**src/rtl/player_sprite_writer.sv**
```systemverilog
// rtl/player_sprite_writer.sv - erase/redraw writer for the player sprite into a 640x480 RGB444 frame buffer
//
// Ports:
//   clk       system clock, rising edge
//   rst       asynchronous active-high reset
//   start     redraw request, sampled only while idle
//   pos_x     new sprite top-left x, sampled with start
//   pos_y     new sprite top-left y, sampled with start
//   wr_ready  frame buffer accepts the presented write
//   wr_en     write request valid
//   wr_addr   linear pixel address y*IMAGE_WIDTH+x
//   wr_data   RGB444 pixel value
//   busy      high while erasing or drawing
//   done      one-cycle pulse when a redraw completes
module player_sprite_writer #(
    parameter int          IMAGE_WIDTH  = 640,
    parameter int          IMAGE_HEIGHT = 480,
    parameter int          SPRITE_W     = 16,
    parameter int          SPRITE_H     = 16,
    parameter logic [11:0] DRAW_COLOR   = 12'hF00,
    parameter logic [11:0] ERASE_COLOR  = 12'h000
) (
    input  logic        clk,
    input  logic        rst,
    input  logic        start,
    input  logic [9:0]  pos_x,
    input  logic [8:0]  pos_y,
    input  logic        wr_ready,
    output logic        wr_en,
    output logic [18:0] wr_addr,
    output logic [11:0] wr_data,
    output logic        busy,
    output logic        done
);

    typedef enum logic [1:0] {S_IDLE, S_ERASE, S_DRAW, S_FIN} state_t;

    state_t      r_state;
    state_t      w_state_nx;

    logic [9:0]  r_cur_x;
    logic [8:0]  r_cur_y;
    logic [18:0] r_cur_base;
    logic [9:0]  r_prev_x;
    logic [8:0]  r_prev_y;
    logic [18:0] r_prev_base;
    logic        r_prev_valid;

    // Current slot: indices, pixel coordinate and linear address (address is
    // meaningless for clipped slots, which never drive wr_en).
    logic [5:0]  r_col;
    logic [5:0]  r_row;
    logic [10:0] r_px;
    logic [9:0]  r_py;
    logic [18:0] r_addr;
    logic [11:0] r_color;

    logic        r_wr_en;
    logic [18:0] r_wr_addr;
    logic [11:0] r_wr_data;
    logic        r_busy;
    logic        r_done;

    logic        w_in_scan;
    logic        w_slot_done;
    logic        w_last_slot;
    logic        w_pass_end;
    logic [18:0] w_start_base;

    logic [5:0]  w_col;
    logic [5:0]  w_row;
    logic [10:0] w_px;
    logic [9:0]  w_py;
    logic [18:0] w_addr;
    logic [11:0] w_color;
    logic        w_scan_nx;
    logic        w_in_range;
    logic        w_wr_en_nx;
    logic [18:0] w_wr_addr_nx;
    logic [11:0] w_wr_data_nx;
    logic        w_busy_nx;
    logic        w_done_nx;

    // A presented write finishes on acceptance; a clipped slot (wr_en low)
    // finishes after its single cycle regardless of wr_ready.
    assign w_in_scan   = (r_state == S_ERASE) || (r_state == S_DRAW);
    assign w_slot_done = w_in_scan && (!r_wr_en || wr_ready);
    assign w_last_slot = (r_col == 6'(SPRITE_W - 1)) && (r_row == 6'(SPRITE_H - 1));
    assign w_pass_end  = w_slot_done && w_last_slot;

    // Constant-coefficient product, only needed once per redraw for the origin;
    // every later slot address is derived incrementally.
    assign w_start_base = 19'(pos_y) * 19'(IMAGE_WIDTH) + 19'(pos_x);

    always_ff @(posedge clk or posedge rst) begin
        if (rst) begin
            r_state <= S_IDLE;
        end else begin
            r_state <= w_state_nx;
        end
    end

    always_comb begin
        w_state_nx = r_state;
        case (r_state)
            S_IDLE:  if (start) w_state_nx = r_prev_valid ? S_ERASE : S_DRAW;
            S_ERASE: if (w_pass_end) w_state_nx = S_DRAW;
            S_DRAW:  if (w_pass_end) w_state_nx = S_FIN;
            S_FIN:   w_state_nx = S_IDLE;
            default: w_state_nx = S_IDLE;
        endcase
    end

    always_comb begin
        w_col   = r_col;
        w_row   = r_row;
        w_px    = r_px;
        w_py    = r_py;
        w_addr  = r_addr;
        w_color = r_color;
        if (r_state == S_IDLE && start) begin
            w_col = '0;
            w_row = '0;
            if (r_prev_valid) begin
                w_px    = {1'b0, r_prev_x};
                w_py    = {1'b0, r_prev_y};
                w_addr  = r_prev_base;
                w_color = ERASE_COLOR;
            end else begin
                w_px    = {1'b0, pos_x};
                w_py    = {1'b0, pos_y};
                w_addr  = w_start_base;
                w_color = DRAW_COLOR;
            end
        end else if (r_state == S_ERASE && w_pass_end) begin
            // Erase finished: first draw slot follows with no gap cycle.
            w_col   = '0;
            w_row   = '0;
            w_px    = {1'b0, r_cur_x};
            w_py    = {1'b0, r_cur_y};
            w_addr  = r_cur_base;
            w_color = DRAW_COLOR;
        end else if (w_slot_done && !w_last_slot) begin
            if (r_col == 6'(SPRITE_W - 1)) begin
                w_col  = '0;
                w_row  = r_row + 6'd1;
                w_px   = r_px - 11'(SPRITE_W - 1);
                w_py   = r_py + 10'd1;
                w_addr = r_addr + 19'(IMAGE_WIDTH) - 19'(SPRITE_W - 1);
            end else begin
                w_col  = r_col + 6'd1;
                w_px   = r_px + 11'd1;
                w_addr = r_addr + 19'd1;
            end
        end

        w_scan_nx    = (w_state_nx == S_ERASE) || (w_state_nx == S_DRAW);
        w_in_range   = (w_px < 11'(IMAGE_WIDTH)) && (w_py < 10'(IMAGE_HEIGHT));
        w_wr_en_nx   = w_scan_nx && w_in_range;
        w_wr_addr_nx = w_wr_en_nx ? w_addr : '0;
        w_wr_data_nx = w_wr_en_nx ? w_color : '0;
        w_busy_nx    = w_scan_nx;
        w_done_nx    = (w_state_nx == S_FIN);
    end

    always_ff @(posedge clk or posedge rst) begin
        if (rst) begin
            r_cur_x      <= '0;
            r_cur_y      <= '0;
            r_cur_base   <= '0;
            r_prev_x     <= '0;
            r_prev_y     <= '0;
            r_prev_base  <= '0;
            r_prev_valid <= 1'b0;
            r_col        <= '0;
            r_row        <= '0;
            r_px         <= '0;
            r_py         <= '0;
            r_addr       <= '0;
            r_color      <= '0;
            r_wr_en      <= 1'b0;
            r_wr_addr    <= '0;
            r_wr_data    <= '0;
            r_busy       <= 1'b0;
            r_done       <= 1'b0;
        end else begin
            r_col     <= w_col;
            r_row     <= w_row;
            r_px      <= w_px;
            r_py      <= w_py;
            r_addr    <= w_addr;
            r_color   <= w_color;
            r_wr_en   <= w_wr_en_nx;
            r_wr_addr <= w_wr_addr_nx;
            r_wr_data <= w_wr_data_nx;
            r_busy    <= w_busy_nx;
            r_done    <= w_done_nx;
            if (r_state == S_IDLE && start) begin
                r_cur_x    <= pos_x;
                r_cur_y    <= pos_y;
                r_cur_base <= w_start_base;
            end
            if (r_state == S_FIN) begin
                r_prev_x     <= r_cur_x;
                r_prev_y     <= r_cur_y;
                r_prev_base  <= r_cur_base;
                r_prev_valid <= 1'b1;
            end
        end
    end

    assign wr_en   = r_wr_en;
    assign wr_addr = r_wr_addr;
    assign wr_data = r_wr_data;
    assign busy    = r_busy;
    assign done    = r_done;

endmodule

```
**config.mk**
```make
export PLATFORM = sky130hd
export DESIGN_NAME = player_sprite_writer
export DESIGN_NICKNAME = d
export VERILOG_FILES = /design/src/rtl/player_sprite_writer.sv
export SDC_FILE = /design/constraint.sdc
export NUM_CORES = 1
export LEC_CHECK = 0
export CORE_ASPECT_RATIO = 0.8
export CORE_MARGIN = 2
export CORE_UTILIZATION = 50
export DETAILED_ROUTE_END_ITERATION = 6
export GPL_TIMING_DRIVEN = 0
export PLACE_DENSITY = 0.69
export SYNTH_ARGS = -nofsm -noshare
export SYNTH_HDL_FRONTEND = slang
export SYNTH_SLANG_ARGS = --single-unit
```
**constraint.sdc**
```tcl
create_clock -name clk -period 7.4 [get_ports clk]
set_input_delay 1.48 -clock clk [delete_from_list [all_inputs] [get_ports clk]]
set_output_delay 1.48 -clock clk [all_outputs]
set_load 0.01 [all_outputs]
```
# == After elaboration in Yosys (flattened, before gate mapping) ==
# Index checks and enable logic that the tools add are counted.
# totals
regBits,177
inputBits,23
out_inout_bits,34
elab_cells,89
# op_classes
add_sub_neg,9
n_mul,1
magnitude_cmp,2
n_eq_ne,8
muxes,33
n_reduce_logical,17
# op_table
op,n
19-bit two-way mux,6
10-bit two-way mux,5
12-bit two-way mux,4
6-bit two-way mux,8
11-bit two-way mux,4
19-bit by 1-bit adder with 19-bit output (second input constant),1
19-bit by 10-bit adder with 19-bit output,1
19-bit by 10-bit adder with 19-bit output (second input constant),1
19-bit by 4-bit subtractor with 19-bit output (second input constant),1
6-bit by 1-bit adder with 6-bit output (second input constant),2
6-bit by 4-bit equality test with 1-bit output (second input constant),2
9-bit by 3-bit multiplier with 12-bit output (second input constant),1
11-bit by 1-bit adder with 11-bit output (second input constant),1
11-bit by 10-bit less-than comparator with 1-bit output (second input constant),1
11-bit by 4-bit subtractor with 11-bit output (second input constant),1
10-bit by 1-bit adder with 10-bit output (second input constant),1
10-bit by 9-bit less-than comparator with 1-bit output (second input constant),1
9-bit two-way mux,1
2-bit equality test (second input constant),4
1-bit logical AND,8
2-bit two-way mux,4
2-bit case mux with 4 select lines,1
3-bit nonzero test,2
2-bit by 1-bit equality test with 1-bit output (second input constant),2
4 further kinds,7

# == Longest topological paths before layout ==
# logic_depth
ltp_word,11
mapped_depth,14
depth_no_buf,13

# == Worst setup path after synthesis ==
# Ideal clock, no wire load.
# synth_path
path_kind,input -> register
from,input pos_y[1]
to,"register r_wr_addr[16], in the netlist wr_addr[16]"
setup_time_ps,107
t_arrival_ps,4062
required_ps,7293
setup_slack_ps,3231
path_stages,11
path_buffers,0
cell_sequence,ha_1 ha_1 inv_1 fa_1 nor2b_1 nand2_1 nor4_1 nor3b_1 xnor2_1 mux2i_1 a2111oi_4
# synth_between
elab_chain_cells,6
# synth_lines
item,line_no,text
from (decl),27,"input logic [8:0] pos_y,"
branches (longest 5 deep; another with 19-bit by 10-bit adder with 19-bit output),n/a,
19-bit two-way mux *,160,w_wr_addr_nx = w_wr_en_nx ? w_addr : '0;
named net w_wr_addr_nx[16],79,logic [18:0] w_wr_addr_nx;
to (signal assigned),194,r_wr_addr <= w_wr_addr_nx;
to (decl),59,logic [18:0] r_wr_addr;
# Mark *: on every way through the listed nets, which the timed path passes.
# A chain may end at the register's enable or synchronous reset.

# == Worst setup path after layout ==
# layout_path
from,input wr_ready
to,"register r_wr_en, in the netlist wr_en"
# layout_lines
item,line_no,text
from (decl),28,"input logic wr_ready,"
1-bit logical OR *,87,assign w_slot_done = w_in_scan && (!r_wr_en || wr_ready);
1-bit logical AND *,87,
1-bit logical AND *,89,assign w_pass_end = w_slot_done && w_last_slot;
2-bit two-way mux (on tied branches),"108, 107",
2-bit case mux with 4 select lines *,105,case (r_state)
named net w_state_nx[1],39,state_t w_state_nx;
2-bit by 1-bit equality test with 1-bit output / 2-bit equality test (equally long branches),157,w_scan_nx = (w_state_nx == S_ERASE) || (w_state_nx == S_DRAW);
1-bit logical OR *,157,
named net w_busy_nx,81,logic w_busy_nx;
1-bit logical AND *,159,w_wr_en_nx = w_scan_nx && w_in_range;
named net w_wr_en_nx,78,logic w_wr_en_nx;
to (signal assigned),193,r_wr_en <= w_wr_en_nx;
to (decl),58,logic r_wr_en;
# The timed path passes the listed nets; every way through them passes the cells marked *.

==> results_dict.tcl <==
set metrics [dict create \
    outcome "finished, final reports clean" \
    grt_max_degree 99 \
    yosysSeqAreaShare_pct 47.9 \
    setup_viol 0 \
    cpPeakStageDelay_ns 0.91 \
    fmax_mhz 191 \
    rr_worst_depth 13 \
    die_h_microns 121 \
    crit-reg2reg-capture "wr_en$_DFF_PP0_" \
    clock-sinks 163 \
    final_common_cell "dfrtp_1" \
    period_minus_slack_ns 5.23 \
    power.switching_mw 1.57 \
    holdBufCountCts 0 \
    cts-root-buf "clkbuf_16" \
    cts_setup_buffers 0 \
    clock_latency_ns 0.44 \
    drcViolationCount 0 \
    crit_type "input port to flop" \
    cp_slowest_cell "nor2_1" \
    synth_largest_area_cell "dfrtp_1" \
    place_hpwl_mm 16.6 \
    initial_core_util_pct 51.3 \
    timing.rr.start "r_state[1]$_DFF_PP0_" \
    finalMaxSlewViolations 0 \
    synth-edff-count 0 \
    first_global_vias 6607 \
    synth_cell_types 70 \
    synthCells 851 \
    hold_end "r_color[7]$_DFF_PP0_" \
    grt_usage_pct 27.4 \
    num_antenna_cells 0 \
    rows 42 \
    hold_violations 0 \
    overflow 0 \
    vias_per_cell 5.98 \
    min_from "r_color[7]$_DFF_PP0_" \
    path_clk_slew_ns 0.07 \
    hold_path.class "flop to flop" \
    seqCellArea_sq_um 4080 \
    synth_fp_nets 904 \
    cts_resized 0 \
    htreeDepth 4 \
    first_pass_iters 5 \
    cp-end-kind "flop" \
    synthTopCellsByArea "dfrtp_1, nand2_1, mux2_2, ha_1, mux2i_1" \
    cp_common_cell "nor2_1" \
    synth_ff_type "dfrtp_1" \
    final_cell_mix "dfrtp_1, nand2_1, clkdlybuf4s50_1" \
    hold_depth 1 \
    p_int_mw 2.42 \
    wl_mm 23.3 \
    ioPinCount 57 \
    synth_top_area_share_pct 47.9 \
    fin_skew_ns 0.0136 \
    postPlaceCellArea_sq_um 9390 \
    setup_ws_ns 2.17 \
    routabilityCongestion 0.891 \
    relSlewSlack_pct 21.8 \
    combPwrFrac_pct 41.1 \
    synth_seq_cells 163 \
    port_buffers 56 \
    pre_cts_ws_ns 1.76 \
    arrival_ns 5.51 \
    cp.required_ns 7.68 \
    cts_made_buffers 17 \
    cellPowerDensity_nw_per_um2 399 \
    rsz0062_at_grt "false" \
    power_frac_clock_pct 22.8 \
    start_kind "input port" \
    multi_input_area_sq_um 4180 \
    post-route-period-util_pct 70.7 \
    die_x_microns 150 \
    cap_violations 0 \
    dieArea_sq_um 18100 \
    synthArstFlopShare_pct 100 \
    power_mw 3.99 \
    layout-drive-gt1-share_pct 9.36 \
    cts_tree "built" \
    post_drt_wl_per_cell_microns 20.1 \
    syn_area_per_cell_sq_um 10.0 \
    worst_pin_slew_ns 1.17 \
    grt_pass1_wl_mm 36.9 \
    yosys_warnings 0 \
    fillers 1446 \
    critical_path.max_fanout 10 \
    clockBufferDepth 2 \
    peakVddDrop_uv 188 \
    holdWs_ns 0.474 \
    power_leakage_nw 4.44 \
    final_area_sq_um 10000 \
    core_region_area_sq_um 16600 \
    cp_cell_sequence "clkdlybuf4s50_1 > nand2b_1 > nand3_1 > nor2_1 > clkbuf_1 > a2111oi_0 > a21oi_1 > ha_1 > o21a_1 > o221ai_2 > buf_2 > nor2_1" \
    drtIter0Drc 633 \
    finalNetCount 980 \
    tns_ns 0 \
    layout-area-overhead-vs-synth_pct 17.3 \
    switching_share_pct 39.4 \
    p_seq_share_pct 36.1 \
    ant_nets 0 \
    synth_area_sq_um 8520 \
    antenna_found_initial 0 \
    vias 6931 \
    rrSetupSlack_ns 2.78 \
]
==> Yosys cell counts, types with 7 or more instances <==
library cell    n
nand4_1        12
nand3_1        21
a211oi_1        7
nand2b_1        7
xor2_1         10
and3_1         12
nor3b_1        30
o21a_1          7
and2_1         14
nor4_1         11
ha_1           28
mux2i_1        27
or2_2           8
o22a_1          8
o22ai_1        12
nand2_1       118
nor3_1         14
inv_1          19
nor2_1         51
mux2_2         32
clkbuf_1       34
a21oi_1        29
o21ai_0        43
a31oi_1        10
xnor2_1        29
dfrtp_1       163
==> cell families after synthesis <==
family                   count (synthesis)  synth area share [%]
AO/OA/AOI/OAI                          181                  14.8
XOR/XNOR                                39                  4.01
adder cells (fa/ha/maj)                 30                  4.58
buffers and inverters                   65                  3.04
flip-flops                             163                  47.9
multiplexers                            59                  7.40
AND/OR/NAND/NOR                        314                  18.3
==> per-stage QoR <==
stage	utilization [%]	cells
3_3_place_gp	56.3	1127
4_1_cts	60.2	1160
5_1_grt	60.2	1160
6_report	60.2	1160
2_1_floorplan	-	851
3_5_place_dp	56.6	1128
==> metal layers <==
layer  wire length, microns  track usage [%]  share of wire [%]  vias up
met5                      0                0                  0        -
met4                    559             8.84                2.4        0
met3                   1780             7.40                7.6       46
met2                   9950             39.1                 43      276
met1                  11100             40.3                 47     3385
li1                       -                -                  -     3224
==> how the worst max path moves through the flow <==
stage                     startpoint                    to  slack (ns)  cells after the start
after floorplan                  rst        busy$_DFF_PP0_        1.52                      1
after global placement           rst  r_color[9]$_DFF_PP0_       -0.75                      2
after detailed placement    wr_ready       wr_en$_DFF_PP0_        1.76                      9
after CTS                   wr_ready  wr_data[2]$_DFF_PP0_        2.26                      9
after global routing        wr_ready       wr_en$_DFF_PP0_        2.07                     12
final                       wr_ready       wr_en$_DFF_PP0_        2.17                     12
==> power groups by stage <==
stage          Combinational (mW)  Sequential [mW]  Clock [mW]
6_report                     1.64             1.44       0.911
5_1_grt                      1.80             1.48       0.960
4_1_cts                      1.63             1.44       0.920
3_5_place_dp                 1.62             1.45           0
3_3_place_gp                 1.60             1.44           0
2_1_floorplan                1.11             1.42           0
==> cell type report <==
cell class	instances	share of cell area, %
inverters	20	0.826
flip-flops and latches	163	40.8
clock inverters	14	1.65
well taps	220	2.75
plain buffers	45	1.84
multi-input cells	623	41.8
repair buffers	57	5.88
clock buffers	18	4.39
==> worst max-delay path, delay by kind of cell <==
kind | cells | cell delay, ns
compound gates | 4 | 0.66
buf+inv | 3 | 1.48
fa+ha+maj | 1 | 0.30
simple gates | 4 | 1.58
==> registers in the layout, indices dropped and copies added, names as in the netlist <==
register	cells
r_prev_x	10
r_prev_base	12
r_col	6
r_prev_valid	1
wr_en	1
r_px	11
r_color	12
r_prev_y	9
r_row	6
wr_data	12
r_addr	19
r_cur_x	10
r_state	2
busy	1
done	1
wr_addr	19
r_cur_base	12
r_cur_y	9
r_py	10
Note: power is estimated with default switching activity, not from simulation.
